## src/rtl/countdown_timer.sv

```systemverilog
// -----------------------------------------------------------------------------
// countdown_timer
//
// Loadable down-counter. Counts qualified enable ticks from a programmed value
// down to zero, then spends exactly one cycle in EXPIRE where it pulses
// `expire` and sets the sticky `irq` flag. In periodic mode the counter is
// reloaded from the reload register and counting continues; in one-shot mode
// the timer returns to IDLE holding zero.
//
// Ports:
//   CLK         clock, all state changes on the rising edge
//   RST         synchronous reset, active-low, overrides every other input
//   enable      count tick qualifier (one decrement per high cycle in RUN)
//   load        capture load_value into the reload register and the counter
//   load_value  value captured by load
//   start       begin / resume counting (ignored when counter is zero)
//   stop        pause counting, counter is held
//   periodic    1 = auto-reload at terminal count, 0 = one-shot
//   irq_ack     clears irq (loses against a simultaneous set)
//   counter     current count
//   expire      one-cycle terminal-count pulse
//   irq         sticky terminal-count flag
//   busy        high whenever the timer is not IDLE
//
// Input priority, highest first: reset > load > stop > start > enable.
// -----------------------------------------------------------------------------
module countdown_timer #(
  parameter int WIDTH = 8
) (
  input  logic             CLK,
  input  logic             RST,
  input  logic             enable,
  input  logic             load,
  input  logic [WIDTH-1:0] load_value,
  input  logic             start,
  input  logic             stop,
  input  logic             periodic,
  input  logic             irq_ack,
  output logic [WIDTH-1:0] counter,
  output logic             expire,
  output logic             irq,
  output logic             busy
);

  typedef enum logic [1:0] {
    IDLE   = 2'd0,
    RUN    = 2'd1,
    EXPIRE = 2'd2
  } state_t;

  localparam logic [WIDTH-1:0] ONE  = WIDTH'(1);
  localparam logic [WIDTH-1:0] ZERO = '0;

  state_t           state;
  logic [WIDTH-1:0] reload_q;
  logic             term_tick;

  // The tick that takes the counter from 1 to 0. It is the only event that
  // sets irq on its way into EXPIRE, so irq becomes visible in the same cycle
  // as expire. A load or stop on the same edge cancels it.
  assign term_tick = !load && (state == RUN) && !stop && enable && (counter == ONE);

  always_ff @(posedge CLK) begin
    if (!RST) begin
      counter  <= ZERO;
      reload_q <= ZERO;
      state    <= IDLE;
      irq      <= 1'b0;
    end else begin
      if (load) begin
        // Load abandons whatever was in flight, including a pending EXPIRE.
        reload_q <= load_value;
        counter  <= load_value;
        state    <= IDLE;
      end else begin
        case (state)
          IDLE: begin
            // stop outranks start, so start+stop together stays idle.
            if (!stop && start && (counter != ZERO)) begin
              state <= RUN;
            end
          end
          RUN: begin
            if (stop) begin
              state <= IDLE;
            end else if (enable) begin
              if (counter == ONE) begin
                counter <= ZERO;
                state   <= EXPIRE;
              end else if (counter != ZERO) begin
                counter <= counter - ONE;
              end
            end
          end
          EXPIRE: begin
            // enable is deliberately ignored here: the EXPIRE cycle is part
            // of the period and never consumes a tick.
            if (periodic && (reload_q != ZERO) && !stop) begin
              counter <= reload_q;
              state   <= RUN;
            end else begin
              state <= IDLE;
            end
          end
          default: begin
            state <= IDLE;
          end
        endcase
      end

      // Set wins over acknowledge. While in EXPIRE irq is already high and
      // an acknowledge sampled at the end of that cycle is not honoured.
      if (term_tick || (state == EXPIRE)) begin
        irq <= 1'b1;
      end else if (irq_ack) begin
        irq <= 1'b0;
      end
    end
  end

  // Pure decodes of the state register: no input reaches these outputs.
  assign expire = (state == EXPIRE);
  assign busy   = (state != IDLE);

endmodule
```

## config.mk

```make
export PLATFORM = sky130hd
export DESIGN_NAME = countdown_timer
export DESIGN_NICKNAME = d
export VERILOG_FILES = /design/src/rtl/countdown_timer.sv
export SDC_FILE = /design/constraint.sdc
export NUM_CORES = 1
export LEC_CHECK = 0
export CAP_MARGIN = 20
export CORE_MARGIN = 3
export CORE_UTILIZATION = 45
export DETAILED_ROUTE_END_ITERATION = 10
export HOLD_SLACK_MARGIN = 0.15
export PLACE_DENSITY = 0.84
export RECOVER_POWER = 50
export SLEW_MARGIN = 20
export SYNTH_ARGS = -nofsm -noshare
export SYNTH_HDL_FRONTEND = slang
export SYNTH_SLANG_ARGS = --single-unit
```

## constraint.sdc

```tcl
create_clock -name CLK -period 2.25 [get_ports CLK]
set_input_delay 0.675 -clock CLK [delete_from_list [all_inputs] [get_ports CLK]]
set_output_delay 0.675 -clock CLK [all_outputs]
set_load 0.1 [all_outputs]
```

==> impl_results.md <==
* Full die area at 0.00299 mm2
* Area fraction of the dominant cell type after synthesis at 35.7%
* Total track usage at 19.4%
* # Post-CTS Setup Buffers at 0
* Residual DRC at 0
* Initial core utilization at 50.7%
* Prevailing post-synth register cell: dfxtp_1
* Syn Nets at 134
* TritonCTS clock tree: yes
* Worst-path clk slew at 110 ps
* DR iter-0 viols at 25
* Slew Viols, Final at 0
* Post-synthesis instance total at 115
* Crit path time final at 2080 ps
* Area of the multi-input gates at 651 um2
* Startpoint types: input port
* DR WL/cell at 14.6 um
* Detail Route Antenna Nets at 0
* Grt ovf at 0
* Die W at 54.6 um
* Hold Vio Cnt, Final at 0
* Largest cells by area after synthesis: dfxtp_1 36%, mux2i_1 8.5%, nor2b_1 5.3%
* Area growth from synthesis to layout at 35.4%
* Layout cells sized above 1 at 20.3%
* Setup TNS at 0 ps
* Most common cell in the netlist: dfxtp_1
* IO Port Bufs at 26
* Hold crit path type: register to register
* Number of synthesis warnings at 0
* Pre-antenna DRT Iters at 7
* Antenna diodes at 0
* First-pass GRT wire length at 4290 um
* Synth Register Bits at 19
* Register area at 383 um2
* Via density at 5.81
* Final Setup Violations at 0
* Max clock buf depth at 2
* CTS Hold Bufs at 0
* Clock sink total at 19
* Average cell area after synthesis at 9.26 um2
* Design Power at 0.000880 W
* Synthesized area at 0.00106 mm2
* Crit. End Element: register
* Pre-CTS WS at -128 ps
* Largest net degree at the start of global routing at 24
* Leakage at 0.608 nW
* Gpl congestion at 0.860
* WL final at 2560 um
* Core Box Area at 0.00210 mm2
* Measured slew at the worst slew-check pin at 536 ps
* Status: complete, no violations
* CTS Buf Count at 3
* Yosys cell types at 36
* Worst Path Max Fanout at 13
* RSZ-0062 raised after global routing: false
* Worst setup startpoint: stop
* Crit path DAT at 2290 ps
* Fin crit share at 92.5%
* Post_cts resized at 0
* Max-slew headroom at 64.2%
* Synth area leader: dfxtp_1
* Worst VDD drop at 402 uV
* Kind of critical path: input port to register
* Critical Path RT at 2460 ps
* Most instantiated cells after synthesis: 19 x dfxtp_1, 9 x mux2i_1, 9 x nor2b_1, 7 x inv_1, 7 x nand2_1
* EDFF count, synth at 0
* PD cells at 611 mW/mm2
* FF-to-FF Start: counter[3]$_SDFFE_PN0P_
* Initial antenna violation count at 0
* Final setup skew at 6.67 ps
* IO Pins at 27
* DR vias at 1016
* Worst-Skew Late Latency at 290 ps
* Vias in the first global route at 1017
* Max Cap Viol at 0
* NumNets Final at 168
* Seq/Total Area, Yosys at 35.7%
* HP Start: reload_q[7]$_SDFFE_PN0P_
* Worst hold path stage count at 2
* Setup ws final at 169 ps
* F_max at 0.481 GHz
* Synth async-reset ratio at 0%
* Fillers at 173
* Core Rows at 16
* CTS H-tree lvls at 1
* HPWL Detailed at 1950 um
* Die H at 54.6 um
* Root Buffer: clkbuf_4
* Reg2reg path depth at 5
==> layer usage <==
metal  GRT usage, %  vias to the layer above  wire [um]
met5              0                        -          0
li1               -                      497          -
met4           4.98                        0         12
met1           24.2                      482       1100
met3           2.72                        2        171
met2           34.4                       35       1280
==> through the flow <==
stage          hold WS, ps  utilization, %  instances  instance area (um2)
2_1_floorplan          507               -        115                 1070
3_3_place_gp           532            69.8        171                 1470
3_5_place_dp           540            69.8        171                 1470
4_1_cts                554            71.1        175                 1490
5_1_grt                576            68.6        175                 1440
6_report               549            68.6        175                 1440
==> worst max-delay path: stages <==
cell and delay, ps:
dlygate4sd3_1 570, a2111oi_1 340, buf_4 190, o32a_4 230, o21ai_0 90, a31oi_1 190
==> cell type report <==
cell class              instances  share of cell area, %
multi-input cells              85                   45.1
well taps                      27                   2.34
inverters                       7                   1.82
flip-flops and latches         19                   26.6
repair buffers                 33                   22.2
clock inverters                 1                  0.347
clock buffers                   3                   1.56
==> path summary, 6_finish.rpt <==
| path | endpoint | slack (ps) |
|---|---|---|
| setup / recovery | counter[5]$_SDFFE_PN0P_ | 170 |
| hold / removal | reload_q[7]$_SDFFE_PN0P_ | 550 |
| setup reg to reg | state[0]$_SDFFE_PP0P_ | 380 |
| hold reg to reg | reload_q[7]$_SDFFE_PN0P_ | 550 |
==> power by group <==
group | switching [W] | internal (W)
Sequential | 0.0000344 | 0.000360
Combinational | 0.000193 | 0.000125
Clock | 0.000102 | 0.0000661
Total | 0.000329 | 0.000551
==> placed cells by master, fill, tap and decap left out, drive strengths merged, types with 4 or more instances in the layout <==
| cell | Yosys | routed |
|---|---|---|
| dfxtp | 19 | 19 |
| clkdlybuf4s50 | 0 | 14 |
| buf | 2 | 12 |
| mux2i | 9 | 9 |
| nor2b | 9 | 9 |
| clkbuf | 2 | 9 |
| inv | 7 | 7 |
| nand2 | 7 | 7 |
| nor2 | 6 | 6 |
| o21ai | 5 | 5 |
| nor3b | 4 | 4 |
| a222oi | 4 | 4 |
| nor4 | 4 | 4 |
==> registers in the layout, indices dropped and copies added (netlist names) <==
register	count
reload_q	8
counter	8
state	2
irq	1
==> logic make-up after synthesis <==
family | after synthesis | synth area share, %
fa+ha+maj | 3 | 3.53
mux | 9 | 8.46
simple gates | 39 | 22.7
xor+xnor | 5 | 4.11
buf+inv | 11 | 4.35
flops | 19 | 35.7
compound gates | 29 | 21.2
Power figures use the tool's default switching activity.
